`src/rtl/game_controller_if.sv`:
```
// Signal bundle between the game controller and its surroundings.
// master drives the button/collision inputs; slave is the controller.
// Optional high-score output is present when GAME_CTRL_HISCORE_EN is defined.
interface game_controller_if;
  logic        btn_start;
  logic        btn_pause;
  logic        collision;
  logic        bar_pass;
  logic        tick_env;
  logic        pause;
  logic [9:0]  level;
  logic [13:0] score;
  logic [1:0]  state;
  logic        game_over;
`ifdef GAME_CTRL_HISCORE_EN
  logic [13:0] hiscore;

  modport master (
    output btn_start, btn_pause, collision, bar_pass,
    input  tick_env, pause, level, score, state, game_over, hiscore
  );

  modport slave (
    input  btn_start, btn_pause, collision, bar_pass,
    output tick_env, pause, level, score, state, game_over, hiscore
  );
`else
  modport master (
    output btn_start, btn_pause, collision, bar_pass,
    input  tick_env, pause, level, score, state, game_over
  );

  modport slave (
    input  btn_start, btn_pause, collision, bar_pass,
    output tick_env, pause, level, score, state, game_over
  );
`endif
endinterface

```
`src/rtl/game_controller.sv`:
```
// Game controller: IDLE/PLAY/PAUSE/OVER sequencing, environment step
// divider, score and level tracking. Every output comes from a register.
// Optional feature macro: GAME_CTRL_HISCORE_EN adds a high-score register
// that captures the final score of a game when it beats the previous best.
module game_controller #(
  parameter int TICK_DIV      = 2000000,
  parameter int PTS_PER_LEVEL = 10,
  parameter int MAX_LEVEL     = 99
) (
  input  logic             clk,
  input  logic             rst_n,
  game_controller_if.slave gc
);

  localparam logic [1:0] ST_IDLE  = 2'd0;
  localparam logic [1:0] ST_PLAY  = 2'd1;
  localparam logic [1:0] ST_PAUSE = 2'd2;
  localparam logic [1:0] ST_OVER  = 2'd3;

  localparam int TICK_W = (TICK_DIV > 2) ? $clog2(TICK_DIV) : 1;
  localparam int PTS_W  = (PTS_PER_LEVEL > 1) ? $clog2(PTS_PER_LEVEL) : 1;

  localparam logic [TICK_W-1:0] TICK_LAST = TICK_W'(TICK_DIV - 1);
  localparam logic [TICK_W-1:0] TICK_ONE  = TICK_W'(1);
  localparam logic [PTS_W-1:0]  PTS_LAST  = PTS_W'(PTS_PER_LEVEL - 1);
  localparam logic [PTS_W-1:0]  PTS_ONE   = PTS_W'(1);
  localparam logic [13:0]       SCORE_MAX = 14'd9999;
  localparam logic [9:0]        LEVEL_MAX = 10'(MAX_LEVEL);

  // Score never wraps past the four-digit display range.
  function automatic logic [13:0] sat_inc_score(input logic [13:0] v);
    return (v >= SCORE_MAX) ? SCORE_MAX : v + 14'd1;
  endfunction

  // Level stops at the configured ceiling.
  function automatic logic [9:0] sat_inc_level(input logic [9:0] v);
    return (v >= LEVEL_MAX) ? LEVEL_MAX : v + 10'd1;
  endfunction

  logic [1:0]        state_q;
  logic [1:0]        state_nxt;
  logic [TICK_W-1:0] tick_cnt;
  logic              tick_q;
  logic [PTS_W-1:0]  pts_cnt;
  logic [13:0]       score_q;
  logic [9:0]        level_q;
  logic              pause_q;
  logic              game_over_q;

  // A simultaneous start press wins over pause, so pause only counts alone.
  logic pause_ev;
  logic start_game;
  logic play_stay;
  logic bar_ev;
  logic over_ev;

  assign pause_ev   = gc.btn_pause & ~gc.btn_start;
  assign start_game = (state_q == ST_IDLE) & gc.btn_start;
  assign play_stay  = (state_q == ST_PLAY) & (state_nxt == ST_PLAY);
  assign bar_ev     = (state_q == ST_PLAY) & gc.bar_pass & ~gc.collision;
  assign over_ev    = (state_q == ST_PLAY) & gc.collision;

  // Next-state decode; collision outranks pause while playing.
  always_comb begin
    state_nxt = state_q;
    case (state_q)
      ST_IDLE:  if (gc.btn_start) state_nxt = ST_PLAY;
      ST_PLAY: begin
        if (gc.collision)   state_nxt = ST_OVER;
        else if (pause_ev)  state_nxt = ST_PAUSE;
      end
      ST_PAUSE: if (pause_ev) state_nxt = ST_PLAY;
      ST_OVER:  if (gc.btn_start) state_nxt = ST_IDLE;
      default:  state_nxt = ST_IDLE;
    endcase
  end

  // State register with pause/game_over decoded from the next state so they
  // line up with the registered state output.
  always_ff @(posedge clk or negedge rst_n) begin
    if (!rst_n) begin
      state_q     <= ST_IDLE;
      pause_q     <= 1'b1;
      game_over_q <= 1'b0;
    end else begin
      state_q     <= state_nxt;
      pause_q     <= (state_nxt != ST_PLAY);
      game_over_q <= (state_nxt == ST_OVER);
    end
  end

  // Environment step divider; runs only on cycles that stay in PLAY so the
  // count is frozen across a pause and no step leaks out on the exit edge.
  always_ff @(posedge clk or negedge rst_n) begin
    if (!rst_n) begin
      tick_cnt <= '0;
      tick_q   <= 1'b0;
    end else begin
      tick_q <= 1'b0;
      if (start_game) begin
        tick_cnt <= '0;
      end else if (play_stay) begin
        if (tick_cnt == TICK_LAST) begin
          tick_cnt <= '0;
          tick_q   <= 1'b1;
        end else begin
          tick_cnt <= tick_cnt + TICK_ONE;
        end
      end
    end
  end

  // Score and level bookkeeping; the point counter keeps wrapping even once
  // the level has hit its ceiling.
  always_ff @(posedge clk or negedge rst_n) begin
    if (!rst_n) begin
      score_q <= '0;
      level_q <= 10'd1;
      pts_cnt <= '0;
    end else if (start_game) begin
      score_q <= '0;
      level_q <= 10'd1;
      pts_cnt <= '0;
    end else if (bar_ev) begin
      score_q <= sat_inc_score(score_q);
      if (pts_cnt == PTS_LAST) begin
        pts_cnt <= '0;
        level_q <= sat_inc_level(level_q);
      end else begin
        pts_cnt <= pts_cnt + PTS_ONE;
      end
    end
  end

`ifdef GAME_CTRL_HISCORE_EN
  logic [13:0] hiscore_q;

  // Best score is taken at the moment a game ends.
  always_ff @(posedge clk or negedge rst_n) begin
    if (!rst_n) begin
      hiscore_q <= '0;
    end else if (over_ev && (score_q > hiscore_q)) begin
      hiscore_q <= score_q;
    end
  end

  assign gc.hiscore = hiscore_q;
`else
  logic unused_over;
  assign unused_over = over_ev;
`endif

  assign gc.state     = state_q;
  assign gc.pause     = pause_q;
  assign gc.game_over = game_over_q;
  assign gc.tick_env  = tick_q;
  assign gc.score     = score_q;
  assign gc.level     = level_q;

endmodule

```
`src/flat_wrapper.sv`:
```
// flat-port wrapper written by rule: the top's interface ports become plain ports
module game_controller_flat 
#(
  parameter int TICK_DIV      = 2000000,
  parameter int PTS_PER_LEVEL = 10,
  parameter int MAX_LEVEL     = 99
)
  (clk, rst_n, gc_btn_start, gc_btn_pause, gc_collision, gc_bar_pass, gc_tick_env, gc_pause, gc_level, gc_score, gc_state, gc_game_over);
  game_controller_if gc_i ();
  input  logic clk;
  input  logic rst_n;
  input wire logic [$bits(gc_i.btn_start)-1:0] gc_btn_start;
  input wire logic [$bits(gc_i.btn_pause)-1:0] gc_btn_pause;
  input wire logic [$bits(gc_i.collision)-1:0] gc_collision;
  input wire logic [$bits(gc_i.bar_pass)-1:0] gc_bar_pass;
  output wire logic [$bits(gc_i.tick_env)-1:0] gc_tick_env;
  output wire logic [$bits(gc_i.pause)-1:0] gc_pause;
  output wire logic [$bits(gc_i.level)-1:0] gc_level;
  output wire logic [$bits(gc_i.score)-1:0] gc_score;
  output wire logic [$bits(gc_i.state)-1:0] gc_state;
  output wire logic [$bits(gc_i.game_over)-1:0] gc_game_over;
  assign gc_i.btn_start = gc_btn_start;
  assign gc_i.btn_pause = gc_btn_pause;
  assign gc_i.collision = gc_collision;
  assign gc_i.bar_pass = gc_bar_pass;
  assign gc_tick_env = gc_i.tick_env;
  assign gc_pause = gc_i.pause;
  assign gc_level = gc_i.level;
  assign gc_score = gc_i.score;
  assign gc_state = gc_i.state;
  assign gc_game_over = gc_i.game_over;
  game_controller #(.TICK_DIV(TICK_DIV), .PTS_PER_LEVEL(PTS_PER_LEVEL), .MAX_LEVEL(MAX_LEVEL)) u_core (.clk(clk), .rst_n(rst_n), .gc(gc_i));
endmodule
```
`config.mk`:
```
export PLATFORM = sky130hd
export DESIGN_NAME = game_controller_flat
export DESIGN_NICKNAME = d
export VERILOG_FILES = /design/src/rtl/game_controller_if.sv /design/src/rtl/game_controller.sv /design/src/flat_wrapper.sv
export SDC_FILE = /design/constraint.sdc
export NUM_CORES = 1
export LEC_CHECK = 0
export BUFFER_PORTS_ARGS = -buffer_cell sky130_fd_sc_hd__buf_4
export CAP_MARGIN = 40
export CORE_MARGIN = 2
export CORE_UTILIZATION = 55
export DETAILED_ROUTE_END_ITERATION = 12
export GPL_TIMING_DRIVEN = 0
export PLACE_DENSITY = 0.75
export SETUP_SLACK_MARGIN = 0.15
export SLEW_MARGIN = 20
export SYNTH_ARGS = -nofsm -noshare
export SYNTH_HDL_FRONTEND = slang
export SYNTH_SLANG_ARGS = --single-unit
```
`constraint.sdc`:
```
create_clock -name clk -period 2 [get_ports clk]
set_input_delay 0.1 -clock clk [delete_from_list [all_inputs] [get_ports clk]]
set_output_delay 0.1 -clock clk [all_outputs]
set_load 0.02 [all_outputs]
```
==> impl_metrics.json <==
{
  "hp-class": "in2reg",
  "diodes": 0,
  "crit_path_end_kind": "flop",
  "arrival_ns": 2.08,
  "start_util_pct": 58.06,
  "overflow": 0,
  "p_leak_uw": 0.001624,
  "antenna_found_initial": 0,
  "synth_top_area_share_pct": 43.33,
  "period_minus_slack_ns": 1.842,
  "drc_errors": 0,
  "ir_worst_vdd_v": 0.0006763,
  "dieArea_um2": 6067,
  "cts_buffer_depth": 2,
  "grt_start_max_net_pins": 55,
  "io_buffers": 33,
  "gr-usage-all-layers_pct": 24.55,
  "fin_cells": 458,
  "hpwl_mm": 4.892,
  "die_x_um": 77.89,
  "hold_viol": 0,
  "die_h_um": 77.89,
  "synthArstFlopShare_pct": 100.0,
  "clkTransAtPathRegs_ns": 0.09,
  "cts.sinks": 54,
  "top_level_ports": 35,
  "fin_nets": 399,
  "final_area_um2": 3675,
  "crit_path_start_kind": "flop",
  "drv_slew": 0,
  "rsz0062_at_grt": "yes",
  "synthDistinctLibCells": 60,
  "grt_pass1_wl_mm": 12.03,
  "fin_crit_sh_pct": 92.11,
  "status": "complete, no violations",
  "worstPathMaxFanout": 4,
  "gp_congestion": 0.8358,
  "switchingPower_uw": 1315,
  "critPathRequiredTime_ns": 2.24,
  "grt_pass1_vias": 2513,
  "synth_top_cells_by_area": "dfrtp_1, nand2_1, nor2_1",
  "dp.cells": 433,
  "netSwitchingFraction_pct": 38.48,
  "combPwrFrac_pct": 38.1,
  "vias": 2729,
  "drt_wl_total_mm": 7.255,
  "skew_ns": 0.009658,
  "timing_worst_setup_path_type": "reg2reg",
  "cts_tree": "built",
  "p_per_area_nw_per_um2": 930.2,
  "numCtsBuffers": 5,
  "postLayoutCoreUtil_pct": 71.05,
  "clock.fmax_ghz": 0.5429,
  "syn_area_um2": 3003,
  "syn_avg_cell_area_um2": 9.100,
  "cap_violations": 0,
  "setup_viol_count_final": 0,
  "worstMarginPinSlew_ns": 0.6744,
  "synthToLayoutAreaGrowth_pct": 22.37,
  "clockPowerShare_pct": 16.9,
  "yosysSeqAreaShare_pct": 45.08,
  "synth_nets": 341,
  "yosysWarnings": 0,
  "synth.most_common_cell": "dfrtp_1",
  "synth_top_cell_by_area": "dfrtp_1",
  "vias_per_cell": 5.959,
  "clk_latency_ns": 0.31,
  "ant_nets": 0,
  "total_power_uw": 3418,
  "synthCells": 330,
  "drt-initial-drc-count": 130,
  "ys_seq_elements": 54,
  "cts_max_level": 2,
  "internal_power_uw": 2103,
  "num_rows": 26,
  "synth_common_cells": "dfrtp_1, nand2_1, nor2_1, nand3_1",
  "synth_edf_count": 0,
  "relSlewSlack_pct": 55.04,
  "drive_gt1_share_pct": 25.26,
  "seq_power_share_pct": 45.0,
  "core_um2": 5172,
  "synthFlopType": "dfrtp_1",
  "place_area_um2": 3338,
  "first_pass_iters": 5,
  "cts_root_buf": "clkbuf_8",
  "route.detailed.wl_per_inst_um": 15.84
}
## power by group through the flow
stage          combinational, uW  sequential (uW)  clock (uW)
6_report                    1300             1540         577
3_3_place_gp                1080             1530           0
2_1_floorplan                630             1620           0
3_5_place_dp                1110             1540           0
5_1_grt                     1430             1570         644
4_1_cts                     1210             1530         595
## cell usage in the layout (no fill, tap or decap), types with 4 or more instances in the layout
master	count
buf_6	7
buf_2	4
nor2b_1	6
o21ai_1	16
inv_1	11
o21ai_0	12
buf_4	51
ha_1	4
nor3_1	9
nor2_1	28
o211ai_1	8
a21oi_1	14
nand4_1	8
dfrtp_1	50
a22o_1	10
nor4_1	4
a21o_1	4
and3_1	6
nand3_1	20
nand2_1	35
clkbuf_8	5
## routing by layer
layer / global-route usage, % / share of wire [%] / vias to the layer above / routed length, um
li1: - / - / 1332 / -
met3: 3.837 / 3.6 / 10 / 264
met2: 40.60 / 50 / 67 / 3654
met1: 33.18 / 45 / 1320 / 3244
met4: 7.895 / 1.3 / 0 / 91
met5: 0 / 0 / - / 0
## area by class of cell
type / instances / area (um2)
Buffer: 15 / 126.4
Sequential cell: 54 / 1356
Tap cell: 70 / 87.58
Fill cell: 413 / 1498
Clock buffer: 7 / 76.32
Inverter: 11 / 41.29
Multi-Input combinational cell: 250 / 1604
Timing Repair Buffer: 51 / 382.9
## path summary, 6_finish.rpt
| kind | start | end | slack, ns | cells after the start |
|---|---|---|---|---|
| hold reg to reg | u_core.pts_cnt[3] | u_core.pts_cnt[3] | 0.51 | 1 |
| min in group asynchronous | rst_n | u_core.gc.game_over | 0.36 | 2 |
| setup reg to reg | u_core.tick_cnt[1] | u_core.tick_cnt[15] | 0.16 | 7 |
| setup / recovery | u_core.tick_cnt[1] | u_core.tick_cnt[15] | 0.16 | 7 |
| max in group asynchronous | rst_n | u_core.tick_cnt[1] | 1.14 | 2 |
| hold / removal | gc_btn_start | u_core.gc.state[0] | 0.14 | 2 |
## critical path, cell delays in order (launching register included)
cell and delay [ns]:
dfrtp_2 0.45, ha_4 0.18, and4_4 0.19, nand4_1 0.16
o21ai_2 0.11, buf_4 0.15, or4_1 0.46, o21ai_1 0.09
## stage by stage
| step | hold slack (ns) | TNS, ns | setup slack [ns] |
|---|---|---|---|
| 2_1_floorplan | -0.1956 | 0 | 0.1669 |
| 3_3_place_gp | 0.1881 | -0.3646 | -0.06195 |
| 3_5_place_dp | 0.1836 | -0.8572 | -0.1099 |
| 4_1_cts | 0.1076 | 0 | 0.1517 |
| 5_1_grt | 0.1737 | 0 | 0.06776 |
| 6_report | 0.1357 | 0 | 0.1579 |
## registers in the layout, summed over array words and instances (netlist names)
register and count:
u_core.gc.game_over 1, u_core.gc.level 10, u_core.gc.pause 1, u_core.gc.score 14, u_core.gc.state 2, u_core.gc.tick_env 1, u_core.pts_cnt 4, u_core.tick_cnt 21
## kinds of logic after synthesis
kind of cell | Yosys count | share of synthesized area [%]
simple gates | 147 | 26.33
compound gates | 90 | 19.71
flops | 54 | 45.08
buf+inv | 26 | 4.333
xor+xnor | 5 | 1.459
fa+ha+maj | 5 | 2.083
mux | 3 | 1.000
## repair_timing
action | 4_1_cts | 5_1_grt
pin swaps | 5 | 7
cloned | 0 | 1
hold buffers | 1 | 0
gates resized for setup | 15 | 24
buffers inserted | 7 | 9
endpoints found under the hold margin | 52 | 0
endpoints found under the setup margin | 28 | 34
Note: power is estimated with default switching activity, not from simulation.
